### src/rtl/bcd_to_binary_seq_if.sv
// Handshake bundle for the BCD-to-binary converter: BCD input side and
// binary result side, each with its own valid/ready pair.
interface bcd_to_binary_seq_if #(
  parameter int DIGITS = 6
);
  logic                  in_valid;
  logic                  in_ready;
  logic [4*DIGITS-1:0]   bcd_in;
  logic                  out_valid;
  logic                  out_ready;
  logic [31:0]           binary;
  logic                  out_error;

  modport master (
    output in_valid, bcd_in, out_ready,
    input  in_ready, out_valid, binary, out_error
  );

  modport slave (
    input  in_valid, bcd_in, out_ready,
    output in_ready, out_valid, binary, out_error
  );
endinterface

### src/rtl/bcd_to_binary_seq.sv
// Sequential BCD-to-binary converter using reverse double dabble,
// one shift/correct iteration per clock.
//
// state   | meaning
// IDLE    | waiting for an input, in_ready high
// CONVERT | BIN_W shift/correct iterations in progress, busy high
// DONE    | result held on out_valid until out_ready
module bcd_to_binary_seq #(
  parameter int DIGITS = 6,
  parameter int BIN_W  = 20
) (
  input  logic                clock,
  input  logic                resetn,
  bcd_to_binary_seq_if.slave  bus,
  output logic                busy
);

  localparam int SR_W  = 4*DIGITS + BIN_W;
  localparam int CNT_W = $clog2(BIN_W);

  typedef enum logic [1:0] {
    S_IDLE,
    S_CONVERT,
    S_DONE
  } state_t;

  state_t            state, state_nxt;
  logic [SR_W-1:0]   sr, sr_nxt, sr_step;
  logic [CNT_W-1:0]  cnt, cnt_nxt;
  logic              err, err_nxt;
  logic              digit_err;
  logic              out_valid_q, out_valid_nxt;
  logic [31:0]       binary_q, binary_nxt;
  logic              out_error_q, out_error_nxt;

  // One iteration: shift right, then pull every BCD digit >= 8 down by 3.
  // Corrections stay inside each 4-bit field; no borrow between digits.
  always_comb begin
    sr_step = sr >> 1;
    for (int d = 0; d < DIGITS; d++) begin
      if (sr_step[BIN_W+4*d +: 4] >= 4'd8)
        sr_step[BIN_W+4*d +: 4] = sr_step[BIN_W+4*d +: 4] - 4'd3;
    end
  end

  always_comb begin
    digit_err = 1'b0;
    for (int d = 0; d < DIGITS; d++) begin
      if (bus.bcd_in[4*d +: 4] > 4'd9)
        digit_err = 1'b1;
    end
  end

  always_comb begin
    state_nxt     = state;
    sr_nxt        = sr;
    cnt_nxt       = cnt;
    err_nxt       = err;
    out_valid_nxt = out_valid_q;
    binary_nxt    = binary_q;
    out_error_nxt = out_error_q;
    case (state)
      S_IDLE: begin
        if (bus.in_valid) begin
          sr_nxt    = {bus.bcd_in, {BIN_W{1'b0}}};
          err_nxt   = digit_err;
          cnt_nxt   = '0;
          state_nxt = S_CONVERT;
        end
      end
      S_CONVERT: begin
        sr_nxt  = sr_step;
        cnt_nxt = cnt + CNT_W'(1);
        if (cnt == CNT_W'(BIN_W-1)) begin
          state_nxt     = S_DONE;
          out_valid_nxt = 1'b1;
          binary_nxt    = err ? 32'd0 : 32'(sr_step[BIN_W-1:0]);
          out_error_nxt = err;
        end
      end
      S_DONE: begin
        if (bus.out_ready) begin
          out_valid_nxt = 1'b0;
          state_nxt     = S_IDLE;
        end
      end
      default: state_nxt = S_IDLE;
    endcase
  end

  always_ff @(posedge clock or negedge resetn) begin
    if (!resetn) begin
      state       <= S_IDLE;
      sr          <= '0;
      cnt         <= '0;
      err         <= 1'b0;
      out_valid_q <= 1'b0;
      binary_q    <= '0;
      out_error_q <= 1'b0;
    end else begin
      state       <= state_nxt;
      sr          <= sr_nxt;
      cnt         <= cnt_nxt;
      err         <= err_nxt;
      out_valid_q <= out_valid_nxt;
      binary_q    <= binary_nxt;
      out_error_q <= out_error_nxt;
    end
  end

  assign bus.in_ready  = (state == S_IDLE);
  assign bus.out_valid = out_valid_q;
  assign bus.binary    = binary_q;
  assign bus.out_error = out_error_q;
  assign busy          = (state == S_CONVERT);

endmodule

### src/flat_wrapper.sv
// flat-port wrapper written by rule: the top's interface ports become plain ports
module bcd_to_binary_seq_flat 
#(
  parameter int DIGITS = 6,
  parameter int BIN_W  = 20
)
  (clock, resetn, busy, bus_in_valid, bus_bcd_in, bus_out_ready, bus_in_ready, bus_out_valid, bus_binary, bus_out_error);
  bcd_to_binary_seq_if #(.DIGITS(DIGITS)) bus_i ();
  input  logic clock;
  input  logic resetn;
  output logic busy;
  input wire logic [$bits(bus_i.in_valid)-1:0] bus_in_valid;
  input wire logic [$bits(bus_i.bcd_in)-1:0] bus_bcd_in;
  input wire logic [$bits(bus_i.out_ready)-1:0] bus_out_ready;
  output wire logic [$bits(bus_i.in_ready)-1:0] bus_in_ready;
  output wire logic [$bits(bus_i.out_valid)-1:0] bus_out_valid;
  output wire logic [$bits(bus_i.binary)-1:0] bus_binary;
  output wire logic [$bits(bus_i.out_error)-1:0] bus_out_error;
  assign bus_i.in_valid = bus_in_valid;
  assign bus_i.bcd_in = bus_bcd_in;
  assign bus_i.out_ready = bus_out_ready;
  assign bus_in_ready = bus_i.in_ready;
  assign bus_out_valid = bus_i.out_valid;
  assign bus_binary = bus_i.binary;
  assign bus_out_error = bus_i.out_error;
  bcd_to_binary_seq #(.DIGITS(DIGITS), .BIN_W(BIN_W)) u_core (.clock(clock), .resetn(resetn), .bus(bus_i), .busy(busy));
endmodule
### config.mk
export PLATFORM = sky130hd
export DESIGN_NAME = bcd_to_binary_seq_flat
export DESIGN_NICKNAME = d
export VERILOG_FILES = /design/src/rtl/bcd_to_binary_seq_if.sv /design/src/rtl/bcd_to_binary_seq.sv /design/src/flat_wrapper.sv
export SDC_FILE = /design/constraint.sdc
export NUM_CORES = 1
export LEC_CHECK = 0
export CORE_ASPECT_RATIO = 1.4
export CORE_UTILIZATION = 58
export DETAILED_ROUTE_END_ITERATION = 8
export GPL_ROUTABILITY_DRIVEN = 0
export GPL_TIMING_DRIVEN = 1
export PLACE_DENSITY = 0.86
export SLEW_MARGIN = 20
export SYNTH_ARGS = -nofsm -noshare
export SYNTH_HDL_FRONTEND = slang
export SYNTH_SLANG_ARGS = --single-unit
### constraint.sdc
create_clock -name clock -period 4.8 [get_ports clock]
set_clock_uncertainty 0.05 [all_clocks]
set_input_delay 0.72 -clock clock [delete_from_list [all_inputs] [get_ports clock]]
set_output_delay 0.72 -clock clock [all_outputs]
set_load 0.01 [all_outputs]
==> flow_summary.json, run 1 <==
{
  "required_ns": 4.03,
  "die_x_um": 70.70,
  "synth_cell_types": 37,
  "drive_gt1_frac": 0.1058,
  "synth_seq_cells": 73,
  "diodes": 0,
  "crit_chain": "nand2b_1, inv_2, clkdlybuf4s50_1",
  "cts_tree": "done",
  "vias_per_cell": 5.703,
  "async_flop_share": 1.000,
  "grt_start_max_net_pins": 42,
  "avgSynthCellArea_um2": 10.39,
  "fin_crit_ns": 3.148,
  "synth_largest_area_cell": "dfrtp_1",
  "failed_checks": "design-rule violations",
  "clock_latency_ns": 0.34,
  "r2r-start": "u_core.state[0]",
  "relSlewSlack": 0.2994,
  "start_util": 0.6087,
  "worstPathArrival_ns": 2.38,
  "r2r-end": "u_core.bus.binary[3]",
  "worst_pin_slew_ns": 1.051,
  "slowest_stage": "dfrtp_1",
  "reg2reg_slack_ns": 2.24,
  "cp_slowest_stage_delay_ns": 0.89,
  "finalMaxSlewViolations": 0,
  "reg2reg_depth": 4,
  "area_delta_synth_final_pct": 15.57,
  "clockRootBuffer": "clkbuf_8",
  "grt_pass1_wl_um": 12890,
  "vdd_ir_drop_max_v": 0.0003483,
  "cts_buffer_depth": 2,
  "seq_area_frac_synth": 0.4767,
  "maxCapViolCount": 0,
  "die_y_um": 98.18,
  "avgRoutedWirePerCell_um": 15.36,
  "detail_route.iter0.violations": 243,
  "post_cts_resized": 0,
  "ctsHoldBuffers": 0,
  "die_area_mm2": 0.006941,
  "fmax_mhz": 317.6,
  "synth_ff_type": "dfrtp_1",
  "final-setup-viol-count": 0,
  "totalWireLength_um": 7494,
  "clk_pin_slew_ns": 0.07,
  "drc": 12,
  "synth_edf_count": 0,
  "hp-class": "in2async",
  "clock_sinks": 73,
  "setup_tns_ns": 0,
  "outcome": "finished, violations left",
  "grt.overflow.total": 0,
  "syn_area_mm2": 0.003832,
  "antenna_found_initial": 0,
  "numCtsBuffers": 9,
  "ios": 64,
  "rows": 34,
  "period_share": 0.6559,
  "leakage_nw": 2.080,
  "synth_top_area_frac": 0.4767,
  "dr_total_vias": 2783,
  "core_mm2": 0.006296,
  "synthCells": 369,
  "rsz0062_at_grt": "false",
  "first_pass_iters": 6,
  "cts_max_level": 3,
  "antenna_left": 0,
  "synthTopCellsByArea": "dfrtp_1, mux2_4, nand2_1",
  "dp_hpwl_um": 5200,
  "grt_usage": 0.2377,
  "critPathLaunchType": "flip-flop",
  "endpoint_kind": "output port",
  "postCtsSetupBuffers": 0,
  "critical_path_class": "reg2out",
  "ys_warn_count": 0,
  "finalHoldViolCount": 0,
  "grt_pass1_vias": 2807,
  "power_mw": 2.730,
  "power_density_mw_per_mm2": 616.3,
  "finalNetCount": 452,
  "cp_max_fo": 25,
  "port_buffers": 51
}
==> power by group <==
group	leakage, nW	switching (mW)	total [mW]	internal [mW]
Combinational	1.07	0.552	1.18	0.629
Sequential	0.929	0.276	1.15	0.878
Clock	0.0778	0.216	0.395	0.179
==> area by class of cell <==
type / instances / area [µm²]
clock buffers: 10 / 127.6
clock inverters: 4 / 22.52
fillers: 468 / 1867
inverters: 14 / 52.55
multi-input cells: 261 / 1782
flip-flops and latches: 73 / 1827
well taps: 72 / 90.09
repair buffers: 54 / 528.0
==> placed cells by master (no fill, tap or decap), types with 7 or more instances in the layout <==
master	synthesis	routed
a21oi_1	16	16
mux2i_1	16	16
nor2_1	11	11
clkdlybuf4s50_1	0	50
dfrtp_1	73	73
clkbuf_8	0	9
ha_1	11	11
xnor2_1	7	7
mux2_4	19	19
inv_1	11	11
nor2b_1	26	26
nand2_1	52	52
conb_1	1	12
o22a_1	10	10
nand3_1	28	28
o22ai_1	11	11
o21ai_0	11	11
==> cell families (layout without fill, tap and decap cells) <==
group | Yosys count | after routing | synth area share
simple gates | 128 | 128 | 0.1652
flops | 73 | 73 | 0.4767
compound gates | 61 | 61 | 0.1012
buf+inv | 46 | 82 | 0.06921
mux | 39 | 39 | 0.1280
fa+ha+maj | 11 | 11 | 0.03591
xor+xnor | 10 | 10 | 0.02285
other cells | 1 | 12 | 0.0009785
==> how the worst max path moves through the flow <==
| stage | depth (start not counted) | slack [ns] | startpoint | end |
|---|---|---|---|---|
| 2_1_floorplan | 3 | 3.05 | u_core.state[1] | bus_in_ready |
| 3_3_place_gp | 4 | 1.85 | bus_in_valid | u_core.sr[31] |
| 3_5_place_dp | 4 | 1.78 | bus_in_valid | u_core.sr[38] |
| 4_1_cts | 3 | 1.64 | u_core.state[0] | busy |
| 5_1_grt | 3 | 1.52 | u_core.state[0] | busy |
| 6_report | 3 | 1.65 | u_core.state[0] | busy |
==> worst max-delay path, delay by kind of cell, from the launching register on <==
kind	cells	cell delay (ns)
DFF	1	0.89
and+or+nand+nor	1	0.19
buffers and inverters	2	0.94
==> sequential cells by signal (all words and copies together), names as in the netlist <==
name / cells
u_core.state: 2
u_core.cnt: 5
u_core.bus.out_valid: 1
u_core.bus.binary: 20
u_core.bus.out_error: 1
u_core.err: 1
u_core.sr: 43
==> per-stage QoR <==
| step | setup slack (ns) | std cells | hold slack (ns) | instance area (µm²) | utilization |
|---|---|---|---|---|---|
| global route | 1.521 | 488 | 0.4592 | 4429 | 0.7035 |
| finish | 1.652 | 488 | 0.4245 | 4429 | 0.7035 |
| global placement | 1.850 | 474 | 0.4178 | 4279 | 0.6797 |
| floorplan | 3.045 | 380 | 0.3744 | 3874 | - |
| detailed placement | 1.778 | 474 | 0.4278 | 4279 | 0.6797 |
| CTS | 1.642 | 488 | 0.4441 | 4429 | 0.7035 |
==> cell usage after synthesis, drive strengths merged (3+ instances only) <==
master,n
o21ai,11
ha,11
nor2b,26
a31oi,4
a21oi,16
mux2,23
clkbuf,6
o22ai,11
inv,12
xor2,3
buf,26
nand3,28
nor2,11
mux2i,16
nand2,53
xnor2,7
o22a,10
nand2b,3
dfrtp,73
nor3b,4
o21a,4
==> layer usage <==
| metal | GRT usage | wire (µm) |
|---|---|---|
| met5 | 0 | 0 |
| met4 | 0.1138 | 187 |
| met3 | 0.03406 | 243 |
| met2 | 0.4083 | 3876 |
| met1 | 0.2921 | 3186 |
(Power assumes the default switching activity.)
==> inputs of run 2 (changes only) <==
--- a/config.mk
+++ b/config.mk
@@ -6,11 +6,11 @@
 export NUM_CORES = 1
 export LEC_CHECK = 0
 export CORE_ASPECT_RATIO = 1.4
-export CORE_UTILIZATION = 58
+export CORE_UTILIZATION = 48
 export DETAILED_ROUTE_END_ITERATION = 8
 export GPL_ROUTABILITY_DRIVEN = 0
 export GPL_TIMING_DRIVEN = 1
-export PLACE_DENSITY = 0.86
+export PLACE_DENSITY = 0.76
 export SLEW_MARGIN = 20
 export SYNTH_ARGS = -nofsm -noshare
 export SYNTH_HDL_FRONTEND = slang
==> constraint.sdc (replaced) <==
create_clock -name clock -period 2.8 [get_ports clock]
set_clock_uncertainty 0.05 [all_clocks]
set_input_delay 0.42 -clock clock [delete_from_list [all_inputs] [get_ports clock]]
set_output_delay 0.42 -clock clock [all_outputs]
set_load 0.01 [all_outputs]
==> run 2 against run 1 <==
  * Routed wire length grew 0.41%
  * Highest routed layer unchanged
  * The flow now finishes without violations
  * Largest power group unchanged
  * Via count shrank 0.68%
  * Register-to-register slack lost 1.5 ns
==> flow_summary.json, run 2 (synthesis gave the netlist of run 1 again) <==
{
  "outcome": "finished clean",
  "dp_hpwl_um": 5143,
  "pwr-share-seq": 0.390,
  "startpoint": "u_core.state[0]",
  "final-setup-viol-count": 0,
  "core_mm2": 0.007750,
  "die_area_mm2": 0.008351,
  "multi_input_comb_area_mm2": 0.001782,
  "grt_pass1_vias": 2714,
  "clock_sinks": 73,
  "clk_pin_slew_ns": 0.08,
  "postCtsSetupBuffers": 0,
  "first_pass_iters": 4,
  "ctsHoldBuffers": 0,
  "largest_reg_flops": 43,
  "antenna_left": 0,
  "clock_latency_ns": 0.36,
  "mostFrequentLayoutCell": "dfrtp_1",
  "cts_buffer_depth": 2,
  "die_x_um": 77.52,
  "pre_cts_slack_ns": 0.6493,
  "diodes": 0,
  "p_sw_frac": 0.3580,
  "switching_power_mw": 1.792,
  "worstPathArrival_ns": 1.91,
  "critPathLaunchType": "flip-flop",
  "clockRootBuffer": "clkbuf_8",
  "critical_path_class": "reg2out",
  "p_clk_frac": 0.201,
  "grt_usage": 0.2007,
  "fin_hold_ws_ns": 0.01821,
  "vias_per_cell": 5.305,
  "fin_cells": 521,
  "r2r-start": "u_core.state[0]",
  "avgRoutedWirePerCell_um": 14.44,
  "finalInstanceArea_mm2": 0.004593,
  "grt.overflow.total": 0,
  "dr_total_vias": 2764,
  "detail_route.iter0.violations": 151,
  "ios": 64,
  "fin_crit_ns": 2.381,
  "numCtsBuffers": 9,
  "die_y_um": 107.7,
  "required_ns": 2.33,
  "p_int_mw": 3.213,
  "totalWireLength_um": 7525,
  "pwr-share-comb": 0.409,
  "layout_setup_ws_ns": 0.4187,
  "finalMaxSlewViolations": 0,
  "start_util": 0.4945,
  "endpoint_kind": "output port",
  "antenna_found_initial": 0,
  "dpl-instance-area_mm2": 0.004349,
  "port_buffers": 51,
  "rsz0062_at_grt": "false",
  "layout.area.seq_mm2": 0.001827,
  "dp.cells": 505,
  "finalHoldViolCount": 0,
  "maxCapViolCount": 0,
  "drc": 0,
  "setup_tns_ns": 0,
  "relSlewSlack": 0.5334,
  "finalNetCount": 455,
  "vdd_ir_drop_max_v": 0.0005586,
  "cp_max_fo": 22,
  "hp-class": "in2async",
  "mostFrequentLayoutCells": "dfrtp_1, nand2_1, clkdlybuf4s50_1, nand3_1, nor2b_1",
  "cts_max_level": 3,
  "grt_start_max_net_pins": 74,
  "grt_pass1_wl_um": 12890,
  "fin_util": 0.5927,
  "leakage_nw": 2.140,
  "power_density_mw_per_mm2": 1090,
  "cts_tree": "done",
  "top_register": "u_core.sr",
  "period_share": 0.8505,
  "rows": 38,
  "fillers": 655,
  "power_mw": 5.005,
  "post_cts_resized": 0,
  "fmax_mhz": 419.9,
  "worst_pin_slew_ns": 0.6974,
  "drive_gt1_frac": 0.1164,
  "area_delta_synth_final_pct": 19.85
}
[run 2: area by class of cell]
type / instances / share of cell area
Inverter: 14 / 0.01144
Sequential cell: 73 / 0.3977
Multi-Input combinational cell: 261 / 0.3879
Clock inverter: 5 / 0.02234
Clock buffer: 11 / 0.03078
Tap cell: 100 / 0.02724
Timing Repair Buffer: 57 / 0.1226
[run 2: power by group through the flow]
stage	logic [mW]	clock network, mW	registers, mW
floorplan	1.57	0	1.87
finish	2.05	1.00	1.95
global route	2.29	1.08	2.02
CTS	2.07	1.03	1.95
detailed placement	2.06	0	1.97
global placement	1.99	0	1.94
[run 2: critical path, stage by stage, from the launching register on]
cell             delay (ns)
dfrtp_1                0.52
nand2b_1               0.13
inv_2                  0.29
clkdlybuf4s50_1        0.61
[run 2: final timing paths]
check | slack, ns | to | cells past startpoint
min in group clock | 0.45 | u_core.sr[13] | 2
hold reg to reg | 0.45 | u_core.sr[13] | 2
hold / removal | 0.02 | u_core.sr[31] | 2
setup / recovery | 0.42 | busy | 3
setup reg to reg | 0.74 | u_core.bus.binary[1] | 4
max in group asynchronous | 2.36 | u_core.sr[21] | 2
[run 2: layer usage]
| metal | global-route usage | part of all wire | vias up |
|---|---|---|---|
| met5 | 0 | 0 | - |
| met4 | 0.08491 | 0.022 | 0 |
| met3 | 0.05847 | 0.046 | 14 |
| met2 | 0.3325 | 0.50 | 89 |
| met1 | 0.2422 | 0.43 | 1339 |
| li1 | - | - | 1322 |
